**src/rtl/mc_pkg.sv**
```systemverilog
// mc_pkg: shared encodings for the multi-cycle MIPS control FSM.
//   State codes 0..12, opcode constants, and the AluOP / ALUSrcB /
//   PCSource field codes used by multicycle_control and mc_next_state.
package mc_pkg;

  localparam logic [3:0] S_FETCH  = 4'd0;
  localparam logic [3:0] S_DECODE = 4'd1;
  localparam logic [3:0] S_MEMADR = 4'd2;
  localparam logic [3:0] S_MEMRD  = 4'd3;
  localparam logic [3:0] S_MEMWB  = 4'd4;
  localparam logic [3:0] S_MEMWR  = 4'd5;
  localparam logic [3:0] S_RTEXEC = 4'd6;
  localparam logic [3:0] S_RTWB   = 4'd7;
  localparam logic [3:0] S_BRANCH = 4'd8;
  localparam logic [3:0] S_JUMP   = 4'd9;
  localparam logic [3:0] S_IEXEC  = 4'd10;
  localparam logic [3:0] S_IWB    = 4'd11;
  localparam logic [3:0] S_EXC    = 4'd12;

  localparam logic [5:0] OP_RTYPE = 6'b000000;
  localparam logic [5:0] OP_LW    = 6'b100011;
  localparam logic [5:0] OP_SW    = 6'b101011;
  localparam logic [5:0] OP_BEQ   = 6'b000100;
  localparam logic [5:0] OP_BNE   = 6'b000101;
  localparam logic [5:0] OP_BLEZ  = 6'b000110;
  localparam logic [5:0] OP_BGTZ  = 6'b000111;
  localparam logic [5:0] OP_J     = 6'b000010;
  localparam logic [5:0] OP_ADDI  = 6'b001000;
  localparam logic [5:0] OP_SLTI  = 6'b001010;
  localparam logic [5:0] OP_ANDI  = 6'b001100;
  localparam logic [5:0] OP_ORI   = 6'b001101;
  localparam logic [5:0] OP_XORI  = 6'b001110;
  localparam logic [5:0] OP_LUI   = 6'b001111;

  localparam logic [1:0] ALU_ADD   = 2'b00;
  localparam logic [1:0] ALU_SUB   = 2'b01;
  localparam logic [1:0] ALU_FUNCT = 2'b10;
  localparam logic [1:0] ALU_IMM   = 2'b11;

  localparam logic [1:0] SRCB_RT   = 2'b00;
  localparam logic [1:0] SRCB_4    = 2'b01;
  localparam logic [1:0] SRCB_IMM  = 2'b10;
  localparam logic [1:0] SRCB_IMM2 = 2'b11;

  localparam logic [1:0] PCS_ALU    = 2'b00;
  localparam logic [1:0] PCS_ALUOUT = 2'b01;
  localparam logic [1:0] PCS_JUMP   = 2'b10;

endpackage

```
**src/rtl/mc_next_state.sv**
```systemverilog
// mc_next_state: combinational next-state function of the control FSM.
//   i_state     current state code
//   i_opcode    IR opcode field
//   i_mem_ready memory handshake (only looked at in FETCH/MEMRD/MEMWR)
//   o_next      next state code
//   o_retire    this transition returns to FETCH having completed an instruction
// Macro MC_ILLEGAL_TRAP_EN: unknown opcodes trap to EXC instead of retiring as nop.
module mc_next_state
  import mc_pkg::*;
#(
  parameter int OPW = 6
) (
  input  logic [3:0]     i_state,
  input  logic [OPW-1:0] i_opcode,
  input  logic           i_mem_ready,
  output logic [3:0]     o_next,
  output logic           o_retire
);

  always_comb begin
    o_next   = S_FETCH;
    o_retire = 1'b0;
    case (i_state)
      S_FETCH:  o_next = i_mem_ready ? S_DECODE : S_FETCH;
      S_DECODE: begin
        case (i_opcode)
          OPW'(OP_RTYPE):                  o_next = S_RTEXEC;
          OPW'(OP_LW), OPW'(OP_SW):        o_next = S_MEMADR;
          OPW'(OP_BEQ), OPW'(OP_BNE),
          OPW'(OP_BLEZ), OPW'(OP_BGTZ):    o_next = S_BRANCH;
          OPW'(OP_J):                      o_next = S_JUMP;
          OPW'(OP_ADDI), OPW'(OP_SLTI), OPW'(OP_ANDI),
          OPW'(OP_ORI), OPW'(OP_XORI), OPW'(OP_LUI):
                                           o_next = S_IEXEC;
          default: begin
`ifdef MC_ILLEGAL_TRAP_EN
            o_next = S_EXC;
`else
            // unknown opcode completes as a nop
            o_next   = S_FETCH;
            o_retire = 1'b1;
`endif
          end
        endcase
      end
      S_MEMADR: o_next = (i_opcode == OPW'(OP_LW)) ? S_MEMRD : S_MEMWR;
      S_MEMRD:  o_next = i_mem_ready ? S_MEMWB : S_MEMRD;
      S_MEMWR: begin
        o_next   = i_mem_ready ? S_FETCH : S_MEMWR;
        o_retire = i_mem_ready;
      end
      S_RTEXEC: o_next = S_RTWB;
      S_IEXEC:  o_next = S_IWB;
      S_MEMWB, S_RTWB, S_BRANCH, S_JUMP, S_IWB: begin
        o_next   = S_FETCH;
        o_retire = 1'b1;
      end
      S_EXC:    o_next = S_EXC;  // only reset leaves the trap
      default:  o_next = S_FETCH;
    endcase
  end

endmodule

```
**src/rtl/multicycle_control.sv**
```systemverilog
// multicycle_control: multi-cycle MIPS main control FSM.
//   clk, reset (sync, active high), opcode (IR[31:26]), mem_ready
//   Datapath controls: PCWrite, PCWriteCond, BrType, IorD, MemRead, MemWrite,
//   IRWrite, MemtoReg, RegWrite, RegDst, ALUSrcA, ALUSrcB, AluOP, PCSource
//   Debug/status: state_o, retired (wrapping retire count), illegal (trap build only)
// Macro MC_ILLEGAL_TRAP_EN: adds EXC state and the illegal output.
module multicycle_control
  import mc_pkg::*;
#(
  parameter int OPW    = 6,
  parameter int ALUOPW = 2,
  parameter int CNT_W  = 32
) (
  input  logic              clk,
  input  logic              reset,
  input  logic [OPW-1:0]    opcode,
  input  logic              mem_ready,
  output logic              PCWrite,
  output logic              PCWriteCond,
  output logic [1:0]        BrType,
  output logic              IorD,
  output logic              MemRead,
  output logic              MemWrite,
  output logic              IRWrite,
  output logic              MemtoReg,
  output logic              RegWrite,
  output logic              RegDst,
  output logic              ALUSrcA,
  output logic [1:0]        ALUSrcB,
  output logic [ALUOPW-1:0] AluOP,
  output logic [1:0]        PCSource,
  output logic [3:0]        state_o,
  output logic [CNT_W-1:0]  retired
`ifdef MC_ILLEGAL_TRAP_EN
  ,
  output logic              illegal
`endif
);

  logic [3:0]       r_state;
  logic [CNT_W-1:0] r_retired;
  logic [3:0]       w_next;
  logic             w_retire;

  mc_next_state #(.OPW(OPW)) u_ns (
    .i_state     (r_state),
    .i_opcode    (opcode),
    .i_mem_ready (mem_ready),
    .o_next      (w_next),
    .o_retire    (w_retire)
  );

  // reset wins over the retire strobe, so an abandoned instruction never counts
  always_ff @(posedge clk) begin
    if (reset) begin
      r_state   <= S_FETCH;
      r_retired <= '0;
    end else begin
      r_state <= w_next;
      if (w_retire) r_retired <= r_retired + CNT_W'(1);
    end
  end

  assign retired = r_retired;
  assign state_o = reset ? 4'd0 : r_state;
`ifdef MC_ILLEGAL_TRAP_EN
  assign illegal = !reset && (r_state == S_EXC);
`endif

  // Moore decode; controls are held low for the whole reset cycle
  always_comb begin
    PCWrite     = 1'b0;
    PCWriteCond = 1'b0;
    BrType      = 2'b00;
    IorD        = 1'b0;
    MemRead     = 1'b0;
    MemWrite    = 1'b0;
    IRWrite     = 1'b0;
    MemtoReg    = 1'b0;
    RegWrite    = 1'b0;
    RegDst      = 1'b0;
    ALUSrcA     = 1'b0;
    ALUSrcB     = SRCB_RT;
    AluOP       = ALUOPW'(ALU_ADD);
    PCSource    = PCS_ALU;
    if (!reset) begin
      case (r_state)
        S_FETCH: begin
          MemRead = 1'b1;
          ALUSrcB = SRCB_4;
          // IR and PC+4 commit only on the cycle the fetch completes
          IRWrite = mem_ready;
          PCWrite = mem_ready;
        end
        S_DECODE: ALUSrcB = SRCB_IMM2;
        S_MEMADR: begin
          ALUSrcA = 1'b1;
          ALUSrcB = SRCB_IMM;
        end
        S_MEMRD: begin
          MemRead = 1'b1;
          IorD    = 1'b1;
        end
        S_MEMWB: begin
          RegWrite = 1'b1;
          MemtoReg = 1'b1;
        end
        S_MEMWR: begin
          MemWrite = 1'b1;
          IorD     = 1'b1;
        end
        S_RTEXEC: begin
          ALUSrcA = 1'b1;
          AluOP   = ALUOPW'(ALU_FUNCT);
        end
        S_RTWB: begin
          RegWrite = 1'b1;
          RegDst   = 1'b1;
        end
        S_BRANCH: begin
          ALUSrcA     = 1'b1;
          AluOP       = ALUOPW'(ALU_SUB);
          PCWriteCond = 1'b1;
          PCSource    = PCS_ALUOUT;
          BrType      = opcode[1:0];
        end
        S_JUMP: begin
          PCWrite  = 1'b1;
          PCSource = PCS_JUMP;
        end
        S_IEXEC: begin
          ALUSrcA = 1'b1;
          ALUSrcB = SRCB_IMM;
          if (opcode == OPW'(OP_ADDI))      AluOP = ALUOPW'(ALU_ADD);
          else if (opcode == OPW'(OP_SLTI)) AluOP = ALUOPW'(ALU_SUB);
          else                              AluOP = ALUOPW'(ALU_IMM);
        end
        S_IWB:   RegWrite = 1'b1;
        default: ;
      endcase
    end
  end

endmodule
```
**config.mk**
```make
export PLATFORM = sky130hd
export DESIGN_NAME = multicycle_control
export DESIGN_NICKNAME = d
export VERILOG_FILES = /design/src/rtl/mc_pkg.sv /design/src/rtl/mc_next_state.sv /design/src/rtl/multicycle_control.sv
export SDC_FILE = /design/constraint.sdc
export NUM_CORES = 1
export LEC_CHECK = 0
export BUFFER_PORTS_ARGS = -buffer_cell sky130_fd_sc_hd__buf_2
export CAP_MARGIN = 20
export CORE_MARGIN = 2
export CORE_UTILIZATION = 52
export CTS_CLUSTER_DIAMETER = 80
export DETAILED_ROUTE_END_ITERATION = 8
export PLACE_DENSITY_LB_ADDON = 0.08
export REMOVE_ABC_BUFFERS = 1
export SETUP_SLACK_MARGIN = 0.05
export SLEW_MARGIN = 0
export SYNTH_ARGS = -nofsm -noshare
export SYNTH_HDL_FRONTEND = slang
export SYNTH_SLANG_ARGS = --single-unit
```
**constraint.sdc**
```tcl
create_clock -name clk -period 2.77 [get_ports clk]
set_clock_uncertainty 0.05 [all_clocks]
set_input_delay 0.277 -clock clk [delete_from_list [all_inputs] [get_ports clk]]
set_output_delay 0.277 -clock clk [all_outputs]
set_load 0.05 [all_outputs]
```
# After elaboration in Yosys (flattened, before gate mapping)
# Cells that the tools add are included.
[word_totals] word_cells=79 in_bits=9 ff_bits=36 out_inout_bits=54
[classes] reduce_logical=12 eq_ne=25 n_mux=39 n_addsub=1
[op_table] operator="$eq 6x4->1 const B" n=6
[op_table] operator="$add 32x1->32 const B" n=1
[op_table] operator="$pmux 4 s8" n=1
[op_table] operator="$eq 6x3->1 const B" n=4
[op_table] operator="$mux 1" n=21
[op_table] operator="$eq 4x4->1 const B" n=5
[op_table] operator="$pmux 4 s5" n=1
[op_table] operator="$eq 4x3->1 const B" n=4
[op_table] operator="$mux 2" n=7
[op_table] operator="$reduce_or 14->1" n=1
[op_table] operator="$eq 6x6->1 const B" n=2
[op_table] operator="$pmux 2 s3" n=2
[op_table] operator="$mux 3" n=3
[op_table] operator="$eq 4x2->1 const B" n=2
[op_table] operator="$reduce_or 2->1" n=4
[op_table] operator="$reduce_or 4->1" n=2
[op_table] operator="$eq 6x2->1 const B" n=1
[op_table] operator="$logic_not 6->1" n=1
[op_table] operator="$reduce_or 6->1" n=1
[op_table] operator="$reduce_or 5->1" n=1
[op_table] operator="$eq 4x1->1 const B" n=1
[op_table] operator="$logic_not 4->1" n=1
[op_table] operator="$mux 4" n=1
[op_table] operator="$pmux 2 s2" n=1
[op_table] operator="other kinds (3)" n=3

# Longest topological paths before layout
# Gate-level depths: netlist of run 1.
[depth] ltp_word=5 mapped_depth=8 mapped_depth_nobuf=6

# Cells and area by module
# From an unflattened synthesis of run 1, not the netlist that was laid out.
[unflattened] cells_unflattened=282 area_unflattened_um2=2172.1
[by_module_without_submodules] mod="multicycle_control" cells_each=235 seq_area_each_um2=720.7 n_inst=1 area_per_inst_um2=1870.5
[by_module_without_submodules] mod="mc_next_state" cells_each=47 seq_area_each_um2=0.0 n_inst=1 area_per_inst_um2=301.5

# Worst setup path after synthesis of run 1
# OpenSTA, ideal clock, no wires.
[synth_path] path_type="register to output" start="reg r_state[2]" end="out BrType[0]" stages_incl_launch_ff=5 slack_ps=-434 t_required_ps=2443 arrival_time_ps=2877 path_buffers=1 cell_sequence="dfxtp_1 clkbuf_1 nand2b_1 nor4_1 and2_1"
[synth_between] elab_chain_cells=3
[synth_rtl] element="start, declared" line_no="multicycle_control.sv:40" source="logic [3:0] r_state;"
[synth_rtl] element="start signal, assigned" line_no="multicycle_control.sv:59" source="r_state <= w_next;"
[synth_rtl] element="$eq 4x4->1" line_no="multicycle_control.sv:87" source="case (r_state)"
[synth_rtl] element="$mux 2" line_no="multicycle_control.sv:87"
[synth_rtl] element="$mux 2" line_no="multicycle_control.sv:86" source="if (!reset) begin"
[synth_rtl] element="end, declared" line_no="multicycle_control.sv:20" source="output logic [1:0] BrType,"
# Every way passes these cells.

# Worst setup path in the final report of run 1
[layout_path] start="reg r_state[1]" end="reg r_retired[30], in the netlist retired[30]"
[layout_between] elab_chain_cells=3 elab_cells_between_ends=9 cone_classes="eq/ne: 7; mux: 1; reduce/logical: 1"
[layout_rtl] element="$eq 4x3->1 / $eq 4x4->1 (equally long branches)" line_no="mc_next_state.sv:23" source="case (i_state)"
[layout_rtl] element="$reduce_or 5->1" line_no="mc_next_state.sv:23"
[layout_rtl] element="$pmux 1 s3 *" line_no="mc_next_state.sv:23"
[layout_rtl] element="end signal, assigned" line_no="multicycle_control.sv:60" source="if (w_retire) r_retired <= r_retired + CNT_W'(1);"
[layout_rtl] element="end, declared" line_no="multicycle_control.sv:41" source="logic [CNT_W-1:0] r_retired;"
# Every way passes the cells marked *; elsewhere a longest branch is shown, timed or not.
# A chain may end at the register's enable or synchronous reset.

==> flow_summary.yaml, run 1 <==
setup_path:
  startpoint_type: "flip-flop"
  crit_start: "r_state[1]$_SDFF_PP0_"
  cp_slowest_cell: "or4_1"
  crit_required_ns: 2.94
  path_max_fanout: 31
  critPathMaxStageDelay_ns: 0.50
  r2r_end: "retired[30]$_SDFFE_PP0P_"
  r2r_setup_slack_ns: 0.50
  critPathKind: "reg -> reg"
  arrival_ns: 2.44
  crit_chain: "nand2b_1 > or3_4 > o32a_4 > buf_4 > or4_1 > a21oi_1"
  cp-endpoint: "retired[30]$_SDFFE_PP0P_"
  r2r.worst_path.cells: 6
  rr_startpoint: "r_state[1]$_SDFF_PP0_"
  cp-end-kind: "flip-flop"
routing:
  drt_iter0_drc: 197
  firstDrtPassIters: 4
  via_count: 2428
  post-route-drc-count: 0
  drtAntennaViolNets: 0
  wire_per_inst_um: 13.7
  vias_per_cell: 6.07
  routed_wirelength_um: 5500
sta:
  fmax_mhz: 440
  tightestPinTransition_ns: 0.674
  worst_slack_ns: 0.499
  maxSlewHeadroom_pct: 54.7
  setup_viol: 0
  holdWs_ns: 0.286
  layout_min_cycle_time_ns: 2.27
  rsz0062_at_grt: "no"
  maxSlewViolCount: 0
  fin_tns_setup_ns: 0
  finalHoldViolCount: 0
  period_share_pct: 82.0
grt:
  gr-total-overflow: 0
  grt_max_degree: 35
  antenna_found_initial: 0
  grt_use_total_pct: 22.8
  grt_first_pass_wirelength_um: 9270
  grt_pass1_vias: 2033
power_and_ir_drop:
  pwr-share-seq_pct: 51.5
  comb_power_share_pct: 14.3
  cellLeakagePower_nw: 1.01
  power.internal_mw: 0.736
  peakVddDrop_uv: 269
  clock_power_share_pct: 34.2
  power_switching_mw: 0.286
  netSwitchingFraction_pct: 28.0
  p_per_area_mw_per_mm2: 385
floorplanning:
  die_x_um: 69.5
  initial_utilization_pct: 55.0
  ios: 63
  rows: 23
  core_mm2: 0.00406
  die_area_mm2: 0.00483
  die_h_um: 69.5
clocking:
  post_cts_buffers: 0
  cts_hold_repair.buffers: 0
  cts.sinks: 36
  ctsRootBufferMaster: "clkbuf_8"
  h-tree-depth: 2
  cts_buffers: 5
  cts_tree: "done"
  clk_pin_slew_ns: 0.07
  cts_resized: 0
  cts_buffer_depth: 2
  clk_latency_ns: 0.29
yosys:
  synth_seq_cells: 36
  yosysWarningCount: 0
  synthCells: 291
  avgSynthCellArea_um2: 7.67
  synth_edf_count: 0
  yosysSeqAreaShare_pct: 32.3
  ys_types: 44
  synth_flop_cell: "dfxtp_1"
  netlist_area_mm2: 0.00223
  async_flop_share_pct: 0
placement:
  post-place-ws_ns: 0.500
  port_buffers: 62
  gp_congestion: 0.863
  placed_cell_area_mm2: 0.00258
  place.detailed.hpwl_um: 3940
job:
  maxCapViolCount: 0
worst_hold_path:
  hold_path_depth: 4
  hold_class: "in -> reg"
layout:
  area_growth_pct: 19.1
  fill_cells: 384
  diodes: 0
  drive_above_1_share_pct: 23.4
  final_nets: 360
  post-route-util_pct: 65.5
  final_area_mm2: 0.00266
status:
  outcome: "completed"
==> per-layer routing <==
layer | global-route usage, % | part of all wire [%] | up-vias | wire length, µm
met5 | 0 | 0 | - | 0
met1 | 31.0 | 48 | 1121 | 2630
li1 | - | - | 1240 | -
met3 | 4.94 | 4.6 | 8 | 255
met4 | 5.45 | 0.96 | 0 | 53
met2 | 36.8 | 47 | 59 | 2560
==> layout by cell type (no fill, tap or decap), types with 3 or more instances in the layout <==
master | netlist | layout
dfxtp_1 | 36 | 36
nand2b_1 | 8 | 8
buf_4 | 1 | 11
o21ai_1 | 14 | 14
buf_2 | 2 | 62
and4_1 | 5 | 5
or3_1 | 14 | 14
nor4_1 | 10 | 10
or4_1 | 17 | 17
clkbuf_8 | 0 | 5
nor3b_1 | 3 | 3
and3_1 | 5 | 5
o31ai_1 | 15 | 15
a21oi_1 | 38 | 38
nor2_1 | 15 | 15
nand3_1 | 17 | 17
nor3_1 | 7 | 7
nor2b_1 | 8 | 8
o21ai_0 | 3 | 3
nand4_1 | 10 | 10
nand2_1 | 16 | 16
and2_1 | 5 | 5
==> state kept, by name (all words and copies together), names as in the netlist <==
signal	flops
r_state	4
retired	32
==> worst min path at each step <==
stage / startpoint / slack [ns] / to
6_report: opcode[4] / 0.29 / r_state[1]$_SDFF_PP0_
5_1_grt: opcode[4] / 0.29 / r_state[1]$_SDFF_PP0_
3_5_place_dp: retired[30]$_SDFFE_PP0P_ / 0.45 / retired[30]$_SDFFE_PP0P_
4_1_cts: opcode[4] / 0.27 / r_state[1]$_SDFF_PP0_
2_1_floorplan: reset / 0.30 / retired[10]$_SDFFE_PP0P_
3_3_place_gp: retired[30]$_SDFFE_PP0P_ / 0.43 / retired[30]$_SDFFE_PP0P_
==> worst max-delay path: cells and delay by family, from the launching register on <==
| kind | cells | cell delay, ns |
|---|---|---|
| AO/OA/AOI/OAI | 2 | 0.61 |
| buffers and inverters | 1 | 0.22 |
| flip-flops | 1 | 0.31 |
| AND/OR/NAND/NOR | 3 | 1.00 |
==> cells by family (layout without fill, tap and decap cells) <==
logic type	after synthesis	in the layout	share of synthesized area [%]
adders and majority gates	1	1	0.561
DFF	36	36	32.3
xor gates and xnor gates	2	2	0.785
and+or+nand+nor	146	146	38.3
AOI/OAI and AO/OA	81	81	21.9
buffers and inverters	23	82	5.16
muxes	2	2	0.953
==> through the flow <==
| stage | total power [mW] | std cells |
|---|---|---|
| after floorplan | 0.629 | 270 |
| after global placement | 0.682 | 393 |
| after detailed placement | 0.684 | 393 |
| after CTS | 1.03 | 400 |
| after global routing | 1.07 | 400 |
| final | 1.02 | 400 |
==> power groups by stage <==
stage	Combinational, mW	Clock, mW	Sequential [mW]
after floorplan	0.0780	0	0.551
after global placement	0.144	0	0.538
after detailed placement	0.146	0	0.538
after CTS	0.146	0.358	0.526
after global routing	0.158	0.381	0.527
final	0.146	0.349	0.526
==> cell usage after synthesis (2+ instances only) <==
cell type	number	share of area (%)
a211oi_1	2	0.67
a21oi_1	38	8.5
and2_1	5	1.4
and3_1	5	1.4
and4_1	5	2.0
buf_2	2	0.45
buf_6	3	1.5
clkbuf_1	14	2.4
dfxtp_1	36	32
inv_1	2	0.34
nand2_1	16	2.7
nand2b_1	8	2.2
nand3_1	17	3.8
nand4_1	10	2.8
nor2_1	15	2.5
nor2b_1	8	2.2
nor3_1	7	1.6
nor3b_1	3	1.0
nor4_1	10	2.8
o21a_1	2	0.67
o21ai_0	3	0.67
o21ai_1	14	3.1
o31ai_1	15	5.0
or3_1	14	3.9
or3b_1	2	0.79
or4_1	17	5.7
==> cell type report <==
class	count	area, µm²	share of cell area (%)
Clock buffer	6	72.6	2.73
Clock inverter	1	5.00	0.188
Inverter	2	7.51	0.283
Multi-Input combinational cell	232	1400	52.5
Sequential cell	36	721	27.1
Tap cell	50	62.6	2.36
Timing Repair Buffer	73	393	14.8
Power figures use the tool's default switching activity.
==> inputs of run 2 (changes only) <==
==> constraint.sdc (replaced) <==
create_clock -name clk -period 2.3 [get_ports clk]
set_clock_uncertainty 0.05 [all_clocks]
set_input_delay 0.23 -clock clk [delete_from_list [all_inputs] [get_ports clk]]
set_output_delay 0.23 -clock clk [all_outputs]
set_load 0.05 [all_outputs]
==> run 2 against run 1 <==
Net effect:
- fmax grew 6.3%
- die area unchanged
- sequential share of layout area shrank 0.85 points
- non-clock buffer count increased by 7
- clock power increased by 31%
- flip-flop and latch count is the same
- final cell count is 2.3% higher
- setup slack got worse by 0.34 ns
- first-iteration DRC count down 21%
- combinational power up 28%
- sequential power increased by 21%
- critical path type unchanged
- largest cell class unchanged
- highest routed layer unchanged
==> flow_summary.yaml, run 2 (synthesis gave the netlist of run 1 again) <==
floorplanning:
  core_mm2: 0.00406
  die_h_um: 69.5
  ios: 63
  initial_utilization_pct: 55.0
  die_x_um: 69.5
  rows: 23
  die_area_mm2: 0.00483
layout:
  final_common_cell: "buf_2"
  multi_input_area_mm2: 0.00142
  largest_register_ffs: 32
  drive_above_1_share_pct: 26.2
  final_nets: 368
  diodes: 0
  post-route-util_pct: 67.6
  area_growth_pct: 22.9
  regArea_um2: 721
  instances_no_fill: 409
  final_cell_mix: "buf_2 (62), a21oi_1 (38), dfxtp_1 (36), buf_4 (18)"
  fill_cells: 363
routing:
  via_count: 2542
  post-route-drc-count: 0
  drtAntennaViolNets: 0
  firstDrtPassIters: 4
  drt_iter0_drc: 155
  wire_per_inst_um: 14.5
  vias_per_cell: 6.22
  routed_wirelength_um: 5920
placement:
  dpl.cell_count: 400
  gp_congestion: 0.861
  place.detailed.hpwl_um: 3940
  port_buffers: 62
clocking:
  h-tree-depth: 2
  ctsRootBufferMaster: "clkbuf_8"
  clk_pin_slew_ns: 0.08
  cts_buffer_depth: 2
  cts_tree: "done"
  cts.sinks: 36
  clk_latency_ns: 0.30
  cts_buffers: 5
power_and_ir_drop:
  clock_power_share_pct: 35.8
  power.internal_mw: 0.895
  netSwitchingFraction_pct: 30.0
  pwr-share-seq_pct: 49.5
  comb_power_share_pct: 14.6
  peakVddDrop_uv: 276
  cellLeakagePower_nw: 1.05
  power_switching_mw: 0.384
  p_per_area_mw_per_mm2: 466
sta:
  tightestPinTransition_ns: 0.841
  maxSlewHeadroom_pct: 43.4
  fmax_mhz: 468
  fin_tns_setup_ns: 0
  finalHoldViolCount: 0
  maxSlewViolCount: 0
  setup_viol: 0
  rsz0062_at_grt: "no"
  period_share_pct: 92.9
  layout_min_cycle_time_ns: 2.14
grt:
  grt_max_degree: 44
  grt_use_total_pct: 23.2
  grt_first_pass_wirelength_um: 9420
  gr-total-overflow: 0
  antenna_found_initial: 0
  grt_pass1_vias: 2099
setup_path:
  rr_startpoint: "r_state[1]$_SDFF_PP0_"
  cp-end-kind: "flip-flop"
  crit_start: "r_state[1]$_SDFF_PP0_"
  crit_required_ns: 2.48
  critPathKind: "reg -> reg"
  startpoint_type: "flip-flop"
  path_max_fanout: 22
  arrival_ns: 2.31
worst_hold_path:
  hold_class: "in -> reg"
  worstHoldStart: "opcode[4]"
job:
  maxCapViolCount: 0
status:
  outcome: "completed"
## run 2: power groups by stage
stage | clock network (mW) | logic (mW) | registers (mW)
5_1_grt | 0.483 | 0.202 | 0.635
3_3_place_gp | 0 | 0.177 | 0.648
4_1_cts | 0.467 | 0.178 | 0.633
3_5_place_dp | 0 | 0.178 | 0.648
6_report | 0.458 | 0.187 | 0.634
2_1_floorplan | 0 | 0.0939 | 0.663
## run 2: path summary, 6_finish.rpt
kind	endpoint	slack (ns)	cells after the start
min	r_state[1]$_SDFF_PP0_	0.24	4
min reg2reg	retired[11]$_SDFFE_PP0P_	0.44	2
max	retired[5]$_SDFFE_PP0P_	0.16	6
max reg2reg	retired[5]$_SDFFE_PP0P_	0.16	6
## run 2: cell type report
type / count / share of cell area, %
clock buffers: 5 / 2.51
clock inverters: 3 / 0.684
inverters: 2 / 0.274
multi-input cells: 233 / 51.7
flip-flops and latches: 36 / 26.3
well taps: 50 / 2.28
repair buffers: 80 / 16.2
## run 2: what timing repair did
item / 4_1_cts / 5_1_grt
hold buffers: 0 / 0
setup endpoints to repair: 0 / 6
buffers inserted: 0 / 0
resized for setup: 0 / 2
## run 2: routing by layer
layer | track usage (%) | routed length (µm) | share of wire, % | up-vias
met1 | 30.3 | 2710 | 46 | 1177
met3 | 5.23 | 329 | 5.6 | 10
met5 | 0 | 0 | 0 | -
li1 | - | - | - | 1257
met4 | 8.06 | 93 | 1.6 | 0
met2 | 37.7 | 2790 | 47 | 98
## run 2: stage by stage
stage                     hold slack (ns)  setup slack, ns  total power [mW]  cell area (µm²)
after global placement              0.434           0.0824             0.825             2630
after detailed placement            0.440           0.0626             0.826             2630
after floorplan                     0.249            -2.39             0.757             2120
after global routing                0.260           0.0909              1.32             2740
after CTS                           0.219           0.0922              1.28             2720
final                               0.238            0.163              1.28             2740
## run 2: critical path: stages (launching register included)
cell      delay, ns
dfxtp_1        0.32
nand2b_1       0.16
or3_4          0.37
o32a_4         0.48
buf_4          0.20
or3_1          0.34
a21oi_1        0.15
